[src/rtl/pipeline_ctrl_unit_pkg.sv]
// Shared definitions for the pipeline control unit: PC source encodings,
// the interrupt-entry state enum and the default drain depth.
package pipe_ctrl_pkg;

    typedef logic [1:0] pc_sel_t;

    localparam pc_sel_t PC_SEL_SEQ    = 2'd0;
    localparam pc_sel_t PC_SEL_BRANCH = 2'd1;
    localparam pc_sel_t PC_SEL_VECTOR = 2'd2;
    localparam pc_sel_t PC_SEL_EPC    = 2'd3;

    typedef enum logic [1:0] {
        ST_RUN   = 2'd0,
        ST_DRAIN = 2'd1,
        ST_VECT  = 2'd2
    } ctrl_state_t;

    localparam int DEFAULT_DRAIN_CYC = 3;
    localparam int DRAIN_CNT_W       = 4;

endpackage

[src/rtl/pipeline_ctrl_unit_if.sv]
// Bundle of hazard/redirect requests and the pipeline control outputs.
// master: the control unit (consumes requests, drives enables/flushes).
// slave: the pipeline side (drives requests, consumes enables/flushes).
interface pipeline_ctrl_unit_if;
    import pipe_ctrl_pkg::*;

    logic    Stall;
    logic    branch_taken;
    logic    mret;
    logic    irq;
    logic    pc_we;
    pc_sel_t pc_sel;
    logic    ifid_we;
    logic    ifid_flush;
    logic    idex_flush;
    logic    epc_we;
    logic    irq_ack;
    logic    in_isr;

    modport master (
        input  Stall, branch_taken, mret, irq,
        output pc_we, pc_sel, ifid_we, ifid_flush, idex_flush,
               epc_we, irq_ack, in_isr
    );

    modport slave (
        output Stall, branch_taken, mret, irq,
        input  pc_we, pc_sel, ifid_we, ifid_flush, idex_flush,
               epc_we, irq_ack, in_isr
    );

endinterface

[src/rtl/pipeline_ctrl_unit_event_counter.sv]
// 32-bit event counter: increments when en is high, synchronous clear wins.
module pipe_event_counter (
    input  logic        clk,
    input  logic        clear,
    input  logic        en,
    output logic [31:0] count
);

    logic [31:0] count_q;
    logic [31:0] count_d;

    // Next count: clear has priority, otherwise wrap-around increment on en.
    always_comb begin
        count_d = count_q;
        if (clear) begin
            count_d = 32'd0;
        end else if (en) begin
            count_d = count_q + 32'd1;
        end
    end

    // Count register.
    always_ff @(posedge clk) begin
        count_q <= count_d;
    end

    assign count = count_q;

endmodule

[src/rtl/pipeline_ctrl_unit.sv]
// Pipeline control unit: turns load-use stalls, EX redirects and interrupt
// requests into PC / IF/ID / ID/EX enables, flushes and PC source select,
// and sequences interrupt entry (accept, drain, vector) and exit via mret.
// Optional feature macro: PIPE_CTRL_PERF_EN adds stall_cnt / flush_cnt.
module pipeline_ctrl_unit
    import pipe_ctrl_pkg::*;
#(
    parameter int DRAIN_CYC = DEFAULT_DRAIN_CYC
) (
    input  logic                     clk,
    input  logic                     rst,
    pipeline_ctrl_unit_if.master     bus
`ifdef PIPE_CTRL_PERF_EN
    ,
    output logic [31:0]              stall_cnt,
    output logic [31:0]              flush_cnt
`endif
);

    ctrl_state_t            state_q;
    ctrl_state_t            state_d;
    logic [DRAIN_CNT_W-1:0] cnt_q;
    logic [DRAIN_CNT_W-1:0] cnt_d;
    logic                   in_isr_q;
    logic                   in_isr_d;

    // RUN-state decisions shared by next-state, output and perf logic.
    logic run_mret;
    logic run_branch;
    logic run_accept;
    logic run_stall;

    assign run_mret   = (state_q == ST_RUN) && bus.mret;
    assign run_branch = (state_q == ST_RUN) && !bus.mret && bus.branch_taken;
    assign run_accept = (state_q == ST_RUN) && !bus.mret && !bus.branch_taken
                        && bus.irq && !in_isr_q;
    assign run_stall  = (state_q == ST_RUN) && !bus.mret && !bus.branch_taken
                        && !(bus.irq && !in_isr_q) && bus.Stall;

    // State, drain counter and handler flag; reset abandons any interrupt entry.
    always_ff @(posedge clk) begin
        if (rst) begin
            state_q  <= ST_RUN;
            cnt_q    <= '0;
            in_isr_q <= 1'b0;
        end else begin
            state_q  <= state_d;
            cnt_q    <= cnt_d;
            in_isr_q <= in_isr_d;
        end
    end

    // Next state: accept loads the drain count, DRAIN counts down to VECT,
    // VECT enters the handler; mret leaves it.
    always_comb begin
        state_d  = state_q;
        cnt_d    = cnt_q;
        in_isr_d = in_isr_q;
        case (state_q)
            ST_RUN: begin
                if (run_mret) begin
                    in_isr_d = 1'b0;
                end else if (run_accept) begin
                    cnt_d   = DRAIN_CNT_W'(DRAIN_CYC);
                    state_d = ST_DRAIN;
                end
            end
            ST_DRAIN: begin
                cnt_d = cnt_q - 1'b1;
                if (cnt_q <= 1) begin
                    state_d = ST_VECT;
                end
            end
            ST_VECT: begin
                in_isr_d = 1'b1;
                state_d  = ST_RUN;
            end
            default: begin
                state_d = ST_RUN;
            end
        endcase
    end

    // Pipeline control outputs, combinational from state and requests;
    // reset forces a frozen PC with bubbles in both pipeline registers.
    always_comb begin
        bus.pc_we      = 1'b0;
        bus.pc_sel     = PC_SEL_SEQ;
        bus.ifid_we    = 1'b0;
        bus.ifid_flush = 1'b0;
        bus.idex_flush = 1'b0;
        bus.epc_we     = 1'b0;
        bus.irq_ack    = 1'b0;
        if (rst) begin
            bus.ifid_flush = 1'b1;
            bus.idex_flush = 1'b1;
        end else begin
            case (state_q)
                ST_RUN: begin
                    if (run_mret) begin
                        bus.pc_sel     = PC_SEL_EPC;
                        bus.pc_we      = 1'b1;
                        bus.ifid_flush = 1'b1;
                        bus.idex_flush = 1'b1;
                    end else if (run_branch) begin
                        bus.pc_sel     = PC_SEL_BRANCH;
                        bus.pc_we      = 1'b1;
                        bus.ifid_flush = 1'b1;
                        bus.idex_flush = 1'b1;
                    end else if (run_accept) begin
                        bus.epc_we     = 1'b1;
                        bus.irq_ack    = 1'b1;
                        bus.ifid_flush = 1'b1;
                        bus.idex_flush = 1'b1;
                    end else if (run_stall) begin
                        bus.idex_flush = 1'b1;
                    end else begin
                        bus.pc_we   = 1'b1;
                        bus.ifid_we = 1'b1;
                    end
                end
                ST_DRAIN: begin
                    bus.ifid_flush = 1'b1;
                    bus.idex_flush = 1'b1;
                end
                ST_VECT: begin
                    bus.pc_sel     = PC_SEL_VECTOR;
                    bus.pc_we      = 1'b1;
                    bus.ifid_flush = 1'b1;
                    bus.idex_flush = 1'b1;
                end
                default: begin
                    bus.ifid_flush = 1'b1;
                    bus.idex_flush = 1'b1;
                end
            endcase
        end
    end

    assign bus.in_isr = in_isr_q;

`ifdef PIPE_CTRL_PERF_EN
    logic stall_inc;
    logic flush_inc;

    assign stall_inc = !rst && run_stall;
    assign flush_inc = !rst && (run_mret || run_branch);

    pipe_event_counter u_stall_cnt (
        .clk   (clk),
        .clear (rst),
        .en    (stall_inc),
        .count (stall_cnt)
    );

    pipe_event_counter u_flush_cnt (
        .clk   (clk),
        .clear (rst),
        .en    (flush_inc),
        .count (flush_cnt)
    );
`endif

endmodule

[src/flat_wrapper.sv]
// flat-port wrapper written by rule: the top's interface ports become plain ports
module pipeline_ctrl_unit_flat import pipe_ctrl_pkg::*;
#(
    parameter int DRAIN_CYC = DEFAULT_DRAIN_CYC
)
  (clk, rst, bus_Stall, bus_branch_taken, bus_mret, bus_irq, bus_pc_we, bus_pc_sel, bus_ifid_we, bus_ifid_flush, bus_idex_flush, bus_epc_we, bus_irq_ack, bus_in_isr);
  pipeline_ctrl_unit_if bus_i ();
  input  logic clk;
  input  logic rst;
  input wire logic [$bits(bus_i.Stall)-1:0] bus_Stall;
  input wire logic [$bits(bus_i.branch_taken)-1:0] bus_branch_taken;
  input wire logic [$bits(bus_i.mret)-1:0] bus_mret;
  input wire logic [$bits(bus_i.irq)-1:0] bus_irq;
  output wire logic [$bits(bus_i.pc_we)-1:0] bus_pc_we;
  output wire logic [$bits(bus_i.pc_sel)-1:0] bus_pc_sel;
  output wire logic [$bits(bus_i.ifid_we)-1:0] bus_ifid_we;
  output wire logic [$bits(bus_i.ifid_flush)-1:0] bus_ifid_flush;
  output wire logic [$bits(bus_i.idex_flush)-1:0] bus_idex_flush;
  output wire logic [$bits(bus_i.epc_we)-1:0] bus_epc_we;
  output wire logic [$bits(bus_i.irq_ack)-1:0] bus_irq_ack;
  output wire logic [$bits(bus_i.in_isr)-1:0] bus_in_isr;
  assign bus_i.Stall = bus_Stall;
  assign bus_i.branch_taken = bus_branch_taken;
  assign bus_i.mret = bus_mret;
  assign bus_i.irq = bus_irq;
  assign bus_pc_we = bus_i.pc_we;
  assign bus_pc_sel = bus_i.pc_sel;
  assign bus_ifid_we = bus_i.ifid_we;
  assign bus_ifid_flush = bus_i.ifid_flush;
  assign bus_idex_flush = bus_i.idex_flush;
  assign bus_epc_we = bus_i.epc_we;
  assign bus_irq_ack = bus_i.irq_ack;
  assign bus_in_isr = bus_i.in_isr;
  pipeline_ctrl_unit #(.DRAIN_CYC(DRAIN_CYC)) u_core (.clk(clk), .rst(rst), .bus(bus_i));
endmodule
[config.mk]
export PLATFORM = sky130hd
export DESIGN_NAME = pipeline_ctrl_unit_flat
export DESIGN_NICKNAME = d
export VERILOG_FILES = /design/src/rtl/pipeline_ctrl_unit_pkg.sv /design/src/rtl/pipeline_ctrl_unit_if.sv /design/src/rtl/pipeline_ctrl_unit_event_counter.sv /design/src/rtl/pipeline_ctrl_unit.sv /design/src/flat_wrapper.sv
export SDC_FILE = /design/constraint.sdc
export NUM_CORES = 1
export LEC_CHECK = 0
export ABC_AREA = 1
export ABC_CLOCK_PERIOD_IN_PS = 1150
export BUFFER_PORTS_ARGS = -buffer_cell sky130_fd_sc_hd__buf_2
export CAP_MARGIN = 30
export CORE_AREA = 3 3 40 42
export CTS_CLUSTER_SIZE = 40
export DETAILED_ROUTE_END_ITERATION = 10
export DIE_AREA = 0 0 43 45
export SETUP_SLACK_MARGIN = 0.15
export SKIP_CTS_REPAIR_TIMING = 1
export SLEW_MARGIN = 40
export SYNTH_ARGS = -nofsm -noshare
export SYNTH_HDL_FRONTEND = slang
export SYNTH_SLANG_ARGS = --single-unit
[constraint.sdc]
create_clock -name clk -period 1.15 [get_ports clk]
set_input_delay 0.2875 -clock clk [delete_from_list [all_inputs] [get_ports clk]]
set_output_delay 0.2875 -clock clk [all_outputs]
set_load 0.03 [all_outputs]
==> flow_summary.html <==
<table>
<tr><th>Metric</th><th>Value</th></tr>
<tr><th colspan="2">Floorplanning</th></tr>
<tr><td>DIE AREA</td><td>1940 um2</td></tr>
<tr><td>Site row count</td><td>13</td></tr>
<tr><td>Count of boundary I/O pins</td><td>15</td></tr>
<tr><td>Horizontal die dimension</td><td>43 um</td></tr>
<tr><td>Die boundary height</td><td>45 um</td></tr>
<tr><td>Initial Utilization</td><td>35.5%</td></tr>
<tr><td>Placeable core area</td><td>1280 um2</td></tr>
<tr><th colspan="2">GRT</th></tr>
<tr><td>Largest net degree at the start of global routing</td><td>7</td></tr>
<tr><td>All-layer global routing usage</td><td>12.3%</td></tr>
<tr><td>Antenna violations before repair</td><td>0</td></tr>
<tr><td>Global-route wire length before repair</td><td>1.73 mm</td></tr>
<tr><td>Vias in the first global route</td><td>410</td></tr>
<tr><td>Sum of overflow across all layers after global routing</td><td>0</td></tr>
<tr><th colspan="2">STA</th></tr>
<tr><td>Highest Clock Rate</td><td>692 MHz</td></tr>
<tr><td>Number of hold-slack violations in the final timing report</td><td>0</td></tr>
<tr><td>Final critical-path setup slack</td><td>-0.294 ns</td></tr>
<tr><td>Measured slew at the worst slew-check pin</td><td>0.199 ns</td></tr>
<tr><td>Rel. slew slack</td><td>86.6%</td></tr>
<tr><td>Share of the clock period used by the worst path</td><td>126%</td></tr>
<tr><td>Final slew viol count</td><td>0</td></tr>
<tr><td>Final setup vio count</td><td>8</td></tr>
<tr><td>Worst hold slack</td><td>0.338 ns</td></tr>
<tr><td>Unrepaired setup endpoints after global routing</td><td>yes</td></tr>
<tr><td>Minimum clock period after layout</td><td>1.44 ns</td></tr>
<tr><td>Clk_skew</td><td>0.00410 ns</td></tr>
<tr><th colspan="2">Hold path</th></tr>
<tr><td>Count of cells along the worst hold path</td><td>3</td></tr>
<tr><td>Terminating pin of the worst hold path</td><td>u_core.state_q[0]</td></tr>
<tr><td>Path type of the worst min-delay path</td><td>in -&gt; reg</td></tr>
<tr><td>Hold Startpoint</td><td>rst</td></tr>
<tr><th colspan="2">Critical path</th></tr>
<tr><td>Cell chain of the critical path</td><td>inv_2 &gt; and3_4 &gt; nand2_4 &gt; nor2_4 &gt; buf_6</td></tr>
<tr><td>Setup slack of the worst register-to-register path</td><td>0.08 ns</td></tr>
<tr><td>Slowest library cell on the worst path</td><td>sky130_fd_sc_hd__dfxtp_2</td></tr>
<tr><td>End of the worst register-to-register path</td><td>u_core.state_q[0]</td></tr>
<tr><td>Type of element launching the critical path</td><td>register</td></tr>
<tr><td>Source of the worst register-to-register timing path</td><td>u_core.state_q[0]</td></tr>
<tr><td>Arrival time of data at the critical path endpoint</td><td>1.16 ns</td></tr>
<tr><td>Beginning of the critical path</td><td>u_core.state_q[0]</td></tr>
<tr><td>Peak per-stage delay on the critical path</td><td>0.32 ns</td></tr>
<tr><td>Largest delay share family, worst path</td><td>simple AND/OR/NAND/NOR gates</td></tr>
<tr><td>Category of the most critical setup path</td><td>reg -&gt; out</td></tr>
<tr><td>Worst path required time</td><td>0.86 ns</td></tr>
<tr><td>Bufs and invs on worst path</td><td>2</td></tr>
<tr><td>FF-to-FF path depth</td><td>6</td></tr>
<tr><td>Peak fanout along the critical path</td><td>4</td></tr>
<tr><td>Crit. End Element</td><td>primary output</td></tr>
<tr><th colspan="2">Routing</th></tr>
<tr><td>Via Count</td><td>480</td></tr>
<tr><td>First-pass DRT Iterations</td><td>4</td></tr>
<tr><td>DRC violations left</td><td>0</td></tr>
<tr><td>Wirelength per Cell</td><td>10.4 um</td></tr>
<tr><td>Number of vias per cell</td><td>4.49</td></tr>
<tr><td>Post-Route WL</td><td>1.11 mm</td></tr>
<tr><td>Antenna-violating nets left</td><td>0</td></tr>
<tr><td>Starting DRT DRC Count</td><td>2</td></tr>
<tr><th colspan="2">Placement</th></tr>
<tr><td>Final weighted congestion in routability-driven placement</td><td>0.782</td></tr>
<tr><td>Hpwl dp</td><td>844 um</td></tr>
<tr><td>Total placed cells including tap cells</td><td>101</td></tr>
<tr><td>Input/output buffers</td><td>14</td></tr>
<tr><td>Worst slack, placed</td><td>-0.222 ns</td></tr>
<tr><th colspan="2">Synthesis</th></tr>
<tr><td>#FFs+latches synth</td><td>7</td></tr>
<tr><td>Average footprint of a synthesized cell</td><td>7.25 um2</td></tr>
<tr><td>Post-synthesis cell type count</td><td>20</td></tr>
<tr><td>Largest area contributor in the netlist</td><td>sky130_fd_sc_hd__dfxtp_1</td></tr>
<tr><td>Mapped cell area</td><td>457 um2</td></tr>
<tr><td>Sequential-to-total area share from yosys stat</td><td>30.7%</td></tr>
<tr><td>Post-synth net total</td><td>71</td></tr>
<tr><td>Most area-consuming cells after synthesis</td><td>sky130_fd_sc_hd__dfxtp_1 31%, sky130_fd_sc_hd__nand3_1 11%, sky130_fd_sc_hd__inv_1 7.4%</td></tr>
<tr><td>Portion of synthesized cell area occupied by the leading cell type</td><td>30.7%</td></tr>
<tr><td>Gate Count Post-Synth</td><td>63</td></tr>
<tr><td>YS warnings</td><td>0</td></tr>
<tr><th colspan="2">Layout</th></tr>
<tr><td>Cell Count, Final, Fillers Out</td><td>107</td></tr>
<tr><td>Post-layout utilization of the core</td><td>60.1%</td></tr>
<tr><td>Layout fillers</td><td>102</td></tr>
<tr><td>Final nets</td><td>101</td></tr>
<tr><td>Fraction of final layout cells with drive strength greater than 1</td><td>62.0%</td></tr>
<tr><td>Diode insertion count for antenna repair</td><td>0</td></tr>
<tr><td>Area growth syn-to-layout</td><td>69.0%</td></tr>
<tr><th colspan="2">Clock tree</th></tr>
<tr><td>Clock tree from TritonCTS</td><td>built</td></tr>
<tr><td>Cell at the root of the clock tree</td><td>sky130_fd_sc_hd__clkbuf_4</td></tr>
<tr><td>Clock Sinks</td><td>7</td></tr>
<tr><td>Later-pin clock latency in the skew report</td><td>0.25 ns</td></tr>
<tr><td>CTS Buf Count</td><td>3</td></tr>
<tr><td>Clock transition at the registers of the reported paths</td><td>0.05 ns</td></tr>
<tr><td>Count of H-tree levels built during CTS</td><td>1</td></tr>
<tr><td>CTS Buffer Depth</td><td>2</td></tr>
<tr><th colspan="2">Run</th></tr>
<tr><td>Max Cap Violations</td><td>0</td></tr>
<tr><th colspan="2">Run status</th></tr>
<tr><td>Outcome</td><td>finished with violations</td></tr>
<tr><td>Violated checks</td><td>setup timing</td></tr>
<tr><th colspan="2">Pwr</th></tr>
<tr><td>Static Leak</td><td>0.000363 uW</td></tr>
<tr><td>Pwr Total</td><td>720 uW</td></tr>
<tr><td>Worst IR drop on VDD</td><td>623 uV</td></tr>
<tr><td>PwrDens</td><td>933 nW/um2</td></tr>
</table>
-- state kept, by name, summed over array words and instances, names as in the netlist --
register / flops
u_core.cnt_q: 4
u_core.bus.in_isr: 1
u_core.state_q: 2
-- how the worst max path moves through the flow --
stage                   to  cells past startpoint
6_report        bus_epc_we                      5
5_1_grt         bus_epc_we                      5
4_1_cts        bus_ifid_we                      5
3_5_place_dp   bus_ifid_we                      6
3_3_place_gp   bus_ifid_we                      6
2_1_floorplan  bus_ifid_we                      4
-- final cells by class --
type	count	area, um2	area share [%]
tap	15	18.8	2.43
timing repair buffer	26	209	27.1
multi-input combinational	41	318	41.2
clock buffer	4	26.3	3.40
inverter	14	55.1	7.13
sequential	7	145	18.8
-- cell families after synthesis --
kind of cell | Yosys count | share of synthesized area (%)
AND/OR/NAND/NOR | 31 | 39.7
buffers and inverters | 15 | 13.2
AO/OA/AOI/OAI | 8 | 11.0
flip-flops | 7 | 30.7
adder cells (fa/ha/maj) | 2 | 5.48
-- routing by layer --
metal | wire [um] | track usage [%]
met1 | 489 | 14.0
met2 | 533 | 19.8
met3 | 63 | 4.78
met4 | 22 | 7.23
met5 | 0 | 0
-- metrics by stage --
step / setup TNS (ns) / area, um2
after floorplan: -0.685 / 488
after global placement: -1.21 / 641
after detailed placement: -1.28 / 641
after CTS: -2.50 / 667
after global routing: -2.61 / 772
final: -2.04 / 772
-- cell usage in the layout, fill, tap and decap left out, types with 2 or more instances in the layout --
cell type,synthesis,final
sky130_fd_sc_hd__inv_2,5,7
sky130_fd_sc_hd__buf_2,0,5
sky130_fd_sc_hd__nor2_1,3,2
sky130_fd_sc_hd__nand2_1,8,7
sky130_fd_sc_hd__clkbuf_4,0,5
sky130_fd_sc_hd__dfxtp_2,0,4
sky130_fd_sc_hd__a21oi_2,2,3
sky130_fd_sc_hd__buf_4,1,12
sky130_fd_sc_hd__inv_1,9,6
sky130_fd_sc_hd__nand3_1,10,9
sky130_fd_sc_hd__buf_6,0,7
sky130_fd_sc_hd__nor2_4,3,4
sky130_fd_sc_hd__a21oi_1,3,2
sky130_fd_sc_hd__dfxtp_1,7,3
-- cell usage after synthesis --
library cell and n:
sky130_fd_sc_hd__a21oi_1 3, sky130_fd_sc_hd__a21oi_2 2, sky130_fd_sc_hd__and3_4 1, sky130_fd_sc_hd__buf_4 1, sky130_fd_sc_hd__dfxtp_1 7, sky130_fd_sc_hd__ha_1 2, sky130_fd_sc_hd__inv_1 9, sky130_fd_sc_hd__inv_2 5
sky130_fd_sc_hd__nand2_1 8, sky130_fd_sc_hd__nand2_2 1, sky130_fd_sc_hd__nand3_1 10, sky130_fd_sc_hd__nand3_2 1, sky130_fd_sc_hd__nand4_2 1, sky130_fd_sc_hd__nor2_1 3, sky130_fd_sc_hd__nor2_4 3, sky130_fd_sc_hd__nor3_1 2
sky130_fd_sc_hd__o211ai_1 1, sky130_fd_sc_hd__o21ai_0 1, sky130_fd_sc_hd__o21ai_1 1, sky130_fd_sc_hd__or2_1 1
-- worst register-to-register path: cells and delay by family (launching register included) --
family,cells,cell delay (ns)
flip-flops,1,0.32
AO/OA/AOI/OAI,1,0.09
AND/OR/NAND/NOR,2,0.29
buffers and inverters,3,0.30
-- where the power goes --
| group | switching (uW) | total [uW] | internal, uW |
|---|---|---|---|
| combinational | 126 | 227 | 101 |
| sequential | 9.82 | 266 | 256 |
| clock | 94.6 | 227 | 133 |
No activity file was read; power rests on OpenSTA's default activity.
